[src/rtl/timer_pkg.sv]
// Shared types for the round countdown: FSM state encoding and status byte layout.
// Pure declarations; no logic, no latency, no flow control.
package timer_pkg;

    typedef enum logic [1:0] {
        IDLE    = 2'd0,
        RUN     = 2'd1,
        PAUSE   = 2'd2,
        EXPIRED = 2'd3
    } timer_state_t;

    localparam int ST_RUN   = 0;
    localparam int ST_PAUSE = 1;
    localparam int ST_WARN  = 2;
    localparam int ST_EXP   = 3;

    function automatic logic [7:0] pack_status(input logic run, input logic paused,
                                               input logic warn, input logic exp);
        logic [7:0] s;
        s = 8'h00;
        s[ST_RUN]   = run;
        s[ST_PAUSE] = paused;
        s[ST_WARN]  = warn;
        s[ST_EXP]   = exp;
        return s;
    endfunction

endpackage

[src/rtl/rise_detect.sv]
// Rising-edge detector for an HPS level; combinational pulse, one register of history.
// No flow control; RESET_VAL=1 suppresses an edge for a level already high out of reset.
module rise_detect #(
    parameter logic RESET_VAL = 1'b1
) (
    input  logic clk,
    input  logic reset,
    input  logic level,
    output logic rise
);

    logic level_q;

    always_ff @(posedge clk) begin
        if (reset) begin
            level_q <= RESET_VAL;
        end else begin
            level_q <= level;
        end
    end

    assign rise = level & ~level_q;

endmodule

[src/rtl/round_timer_ctrl.sv]
// Per-round one-second countdown sequencer with pause, warning and sticky expiry; 1-cycle start/pause latency.
// No backpressure: start edge overrides everything, expiry holds until an ack edge from the HPS.
module round_timer_ctrl
    import timer_pkg::*;
#(
    parameter int TICKS_PER_SEC = 50_000_000,
    parameter int TIME_W        = 7,
    parameter int WARN_SECS     = 5
) (
    input  logic              clk,
    input  logic              reset,
    input  logic              cmd_start,
    input  logic [TIME_W-1:0] set_time,
    input  logic              cmd_pause,
    input  logic              expire_ack,
    output logic [TIME_W-1:0] curr_time,
    output logic              running,
    output logic              warning,
    output logic              expired,
    output logic              tick,
    output logic [7:0]        status
);

    localparam int PW = (TICKS_PER_SEC > 1) ? $clog2(TICKS_PER_SEC) : 1;
    localparam logic [PW-1:0] PRESC_LAST = PW'(TICKS_PER_SEC - 1);

    timer_state_t      state, state_n;
    logic [PW-1:0]     presc, presc_n;
    logic [TIME_W-1:0] time_n;
    logic              tick_n;
    logic              warn_n;
    logic              start_edge;
    logic              ack_edge;

    rise_detect #(.RESET_VAL(1'b1)) u_start_rise (
        .clk   (clk),
        .reset (reset),
        .level (cmd_start),
        .rise  (start_edge)
    );

    rise_detect #(.RESET_VAL(1'b1)) u_ack_rise (
        .clk   (clk),
        .reset (reset),
        .level (expire_ack),
        .rise  (ack_edge)
    );

    // The cycle that leaves PAUSE also counts, so a pause of N cycles delays the tick by exactly N.
    always_comb begin
        state_n = state;
        presc_n = presc;
        time_n  = curr_time;
        tick_n  = 1'b0;
        if (start_edge) begin
            time_n  = set_time;
            presc_n = '0;
            state_n = (set_time == '0) ? EXPIRED : RUN;
        end else begin
            case (state)
                RUN, PAUSE: begin
                    if (cmd_pause) begin
                        state_n = PAUSE;
                    end else begin
                        state_n = RUN;
                        if (presc == PRESC_LAST) begin
                            presc_n = '0;
                            if (curr_time != '0) begin
                                time_n = curr_time - 1'b1;
                                tick_n = 1'b1;
                                if (curr_time == TIME_W'(1)) begin
                                    state_n = EXPIRED;
                                end
                            end
                        end else begin
                            presc_n = presc + 1'b1;
                        end
                    end
                end
                EXPIRED: begin
                    time_n  = '0;
                    presc_n = '0;
                    if (ack_edge) begin
                        state_n = IDLE;
                    end
                end
                default: begin
                    presc_n = '0;
                end
            endcase
        end
    end

    assign warn_n = (state_n == RUN) && (time_n <= TIME_W'(WARN_SECS)) && (time_n != '0);

    // Outputs are computed from next-state values so they move in lockstep with curr_time.
    always_ff @(posedge clk) begin
        if (reset) begin
            state     <= IDLE;
            presc     <= '0;
            curr_time <= '0;
            running   <= 1'b0;
            warning   <= 1'b0;
            expired   <= 1'b0;
            tick      <= 1'b0;
            status    <= 8'h00;
        end else begin
            state     <= state_n;
            presc     <= presc_n;
            curr_time <= time_n;
            running   <= (state_n == RUN);
            warning   <= warn_n;
            expired   <= (state_n == EXPIRED);
            tick      <= tick_n;
            status    <= pack_status(state_n == RUN, state_n == PAUSE, warn_n, state_n == EXPIRED);
        end
    end

endmodule

[config.mk]
export PLATFORM = sky130hd
export DESIGN_NAME = round_timer_ctrl
export DESIGN_NICKNAME = d
export VERILOG_FILES = /design/src/rtl/timer_pkg.sv /design/src/rtl/rise_detect.sv /design/src/rtl/round_timer_ctrl.sv
export SDC_FILE = /design/constraint.sdc
export NUM_CORES = 1
export LEC_CHECK = 0
export CORE_MARGIN = 4
export CORE_UTILIZATION = 30
export DETAILED_ROUTE_END_ITERATION = 12
export GPL_TIMING_DRIVEN = 0
export SLEW_MARGIN = 10
export SYNTH_ARGS = -nofsm -noshare
export SYNTH_HDL_FRONTEND = slang
export SYNTH_SLANG_ARGS = --single-unit
[constraint.sdc]
create_clock -name clk -period 3.9 [get_ports clk]
set_input_delay 0.78 -clock clk [delete_from_list [all_inputs] [get_ports clk]]
set_output_delay 0.78 -clock clk [all_outputs]
set_load 0.02 [all_outputs]
==> results by group <==
Status
  – Outcome: completed

Pwr
  – P_leak: 0.922 nW
  – Logic pwr share: 12.5%
  – P per Cell Area: 330 nW/um^2
  – Clock power frac: 38.1%
  – NetSw: 0.000221 W
  – Peak supply drop: 0.111 mV
  – Seq pwr share: 49.4%
  – Total Power: 0.000898 W
  – Switching power share of the total: 24.6%
  – Internal Power: 0.000676 W

Logic synthesis
  – Syn Area/Cell: 8.34 um^2
  – Post-Syn Area: 2230 um^2
  – Distinct cells, synth: 47
  – Yosys warns: 0
  – Post-synthesis sequential area ratio: 37.8%
  – Synth top area share: 37.8%
  – Cell taking the most area after synthesis: dfxtp_1
  – Primary FF master, synth: dfxtp_1
  – Post-synth EDFFs: 0
  – Mapped Cells: 267
  – Largest cells by area after synthesis: dfxtp_1 (38%), nor2_1 (7.3%), xor2_1 (6.3%), nand2_1 (4.0%), ha_1 (3.4%)
  – FFs w/ async S/R, synth: 0%
  – Yosys reg bits: 42

Clocking
  – Total clock sinks: 42
  – Post-CTS Setup Bufs: 0
  – Num CTS Buffers: 5
  – CTS clk-pin slew, worst paths: 0.08 ns
  – Worst-Skew Late Latency: 0.29 ns
  – H-tree depth: 2
  – Post-cts hold buffer count: 0
  – Clk root buf: clkbuf_8
  – TritonCTS clock tree: built
  – # resized after CTS: 0
  – Max clock buf depth: 2

Layout
  – # diodes: 0
  – Commonest non-fill, non-tap cell in the layout: nor2_1
  – Footprint of the multi-input gates: 1280 um^2
  – # fillers: 760
  – Commonest cells after routing, fill and taps aside: nor2_1 (43), dfxtp_1 (42), clkdlybuf4s50_1 (25)
  – Layout area overhead: 22.1%
  – Layout Nets: 320
  – Register area: 841 um^2
  – Share of cells above drive strength 1: 8.58%

Critical path
  – Crit path capture type: flop
  – Setup Crit Path Kind: flop to flop
  – Setup crit start kind: flop
  – CP Data Required Time: 4.11 ns
  – Crit path max fanout: 5
  – Critical path data arrival time: 2.76 ns

Min path
  – Hold/Removal Path Class: flop to flop

STA
  – Slew Limit Fails: 0
  – Post-layout minimum cycle time: 2.56 ns
  – Fin Clk Skew: 0.00281 ns
  – RSZ-0062 raised after global routing: no
  – Tcrit/Tclk final: 65.6%
  – Worst rel slew slack: 54.5%
  – Worst-Margin Slew: 0.676 ns
  – Fin Setup TNS: 0 ns
  – Setup slack after layout: 1.34 ns
  – Final setup violation count: 0
  – Achievable Freq: 391 MHz
  – Final Hold Vio Count: 0

Detailed routing
  – Drt drc: 0
  – Detailed Routing Iterations Pass 1: 4
  – ANT nets after route: 0
  – WL/cell: 11.9 um
  – Via density: 4.72
  – DR iter-0 viols: 73
  – Via count: 1896
  – Routed WL: 4790 um

Floorplan
  – Die Ht: 94.1 um
  – Initial core utilization: 30.9%
  – Die Wd: 94.1 um
  – # IOs: 31
  – Total Die Area: 8860 um^2
  – Row cnt: 31
  – Core area: 7210 um^2

GRT
  – Overall routing resource usage: 11.4%
  – Pin count of the biggest net entering global routing: 13
  – Vias in the first global route: 1783
  – Initial antenna violation count: 0
  – Global route total overflow: 0
  – Global-route wire length before repair: 8190 um

Placement
  – Port bufs: 25
  – Post-placement setup slack: 0.985 ns
  – Gp weighted congestion: 0.766
  – DP HPWL: 3550 um

Job
  – Max_cap viols: 0
## layout make-up
cell class | instances | share of cell area, %
inverters | 5 | 0.691
repair buffers | 25 | 9.21
multi-input cells | 206 | 47.0
clock inverters | 1 | 1.10
clock buffers | 7 | 2.81
well taps | 99 | 4.56
flip-flops and latches | 42 | 30.9
plain buffers | 17 | 3.68
## state kept, by name, indices dropped and copies added, names as in the netlist
signal,flops
presc,26
curr_time,7
status,3
state,2
expired,1
tick,1
u_ack_rise.level_q,1
u_start_rise.level_q,1
## worst paths after layout
| check | slack [ns] | to | cells past startpoint | startpoint |
|---|---|---|---|---|
| worst min-delay path | 0.53 | presc[15] | 2 | presc[15] |
| worst max register to register | 1.34 | status[2] | 9 | curr_time[0] |
| worst min register to register | 0.53 | presc[15] | 2 | presc[15] |
| worst max-delay path | 1.34 | status[2] | 9 | curr_time[0] |
## cell usage after synthesis, types with 2 or more instances
| master | instances |
|---|---|
| dfxtp_1 | 42 |
| nand2b_1 | 6 |
| nand3_1 | 10 |
| xor2_1 | 16 |
| buf_2 | 2 |
| nor4b_1 | 2 |
| nor2b_1 | 3 |
| a21o_1 | 2 |
| and3_1 | 4 |
| xnor2_1 | 8 |
| and4_1 | 3 |
| clkbuf_1 | 7 |
| or3_1 | 5 |
| o21ai_0 | 7 |
| nor3_1 | 8 |
| mux2i_1 | 4 |
| ha_1 | 6 |
| nor2_1 | 43 |
| inv_1 | 5 |
| nand4_1 | 10 |
| buf_4 | 7 |
| nand2_1 | 24 |
| nor4_2 | 3 |
| nor4_1 | 5 |
| or2_2 | 2 |
| a21oi_1 | 12 |
## power groups by stage
stage                     Clock (W)  Sequential (W)  Combinational, W
final                      0.000342        0.000443          0.000112
after global placement            0        0.000453          0.000111
after detailed placement          0        0.000453          0.000111
after CTS                  0.000353        0.000443          0.000112
after global routing       0.000366        0.000444          0.000123
after floorplan                   0        0.000458         0.0000664
## logic make-up after synthesis
logic type | after synthesis | synth area share [%]
AND/OR/NAND/NOR | 140 | 34.6
flip-flops | 42 | 37.8
AO/OA/AOI/OAI | 28 | 7.53
XOR/XNOR | 24 | 9.44
buffers and inverters | 22 | 5.34
adder cells (fa/ha/maj) | 6 | 3.37
multiplexers | 4 | 1.80
other | 1 | 0.168
## through the flow
| stage | hold slack [ns] | utilization [%] | cells | instance area, um^2 |
|---|---|---|---|---|
| floorplan | 0.472 | - | 270 | 2240 |
| global placement | 0.499 | 36.2 | 394 | 2610 |
| detailed placement | 0.507 | 36.2 | 394 | 2610 |
| CTS | 0.526 | 37.7 | 402 | 2720 |
| global route | 0.556 | 37.7 | 402 | 2720 |
| finish | 0.525 | 37.7 | 402 | 2720 |
## layer usage
layer	vias to the layer above	GRT usage, %	share of wire, %
li1	984	-	-
met1	882	15.1	51
met2	26	18.3	45
met3	4	2.56	3.2
met4	0	3.97	0.88
met5	-	0	0
## worst max-delay path, stage by stage (launching register included)
cell and delay (ns):
dfxtp_1 0.35, inv_1 0.16, ha_1 0.21, or4b_1 0.51, nor3_2 0.36, nor2_1 0.07
o31a_1 0.26, o21ai_2 0.19, a21oi_1 0.11, nor4_2 0.26
Power figures use the tool's default switching activity.
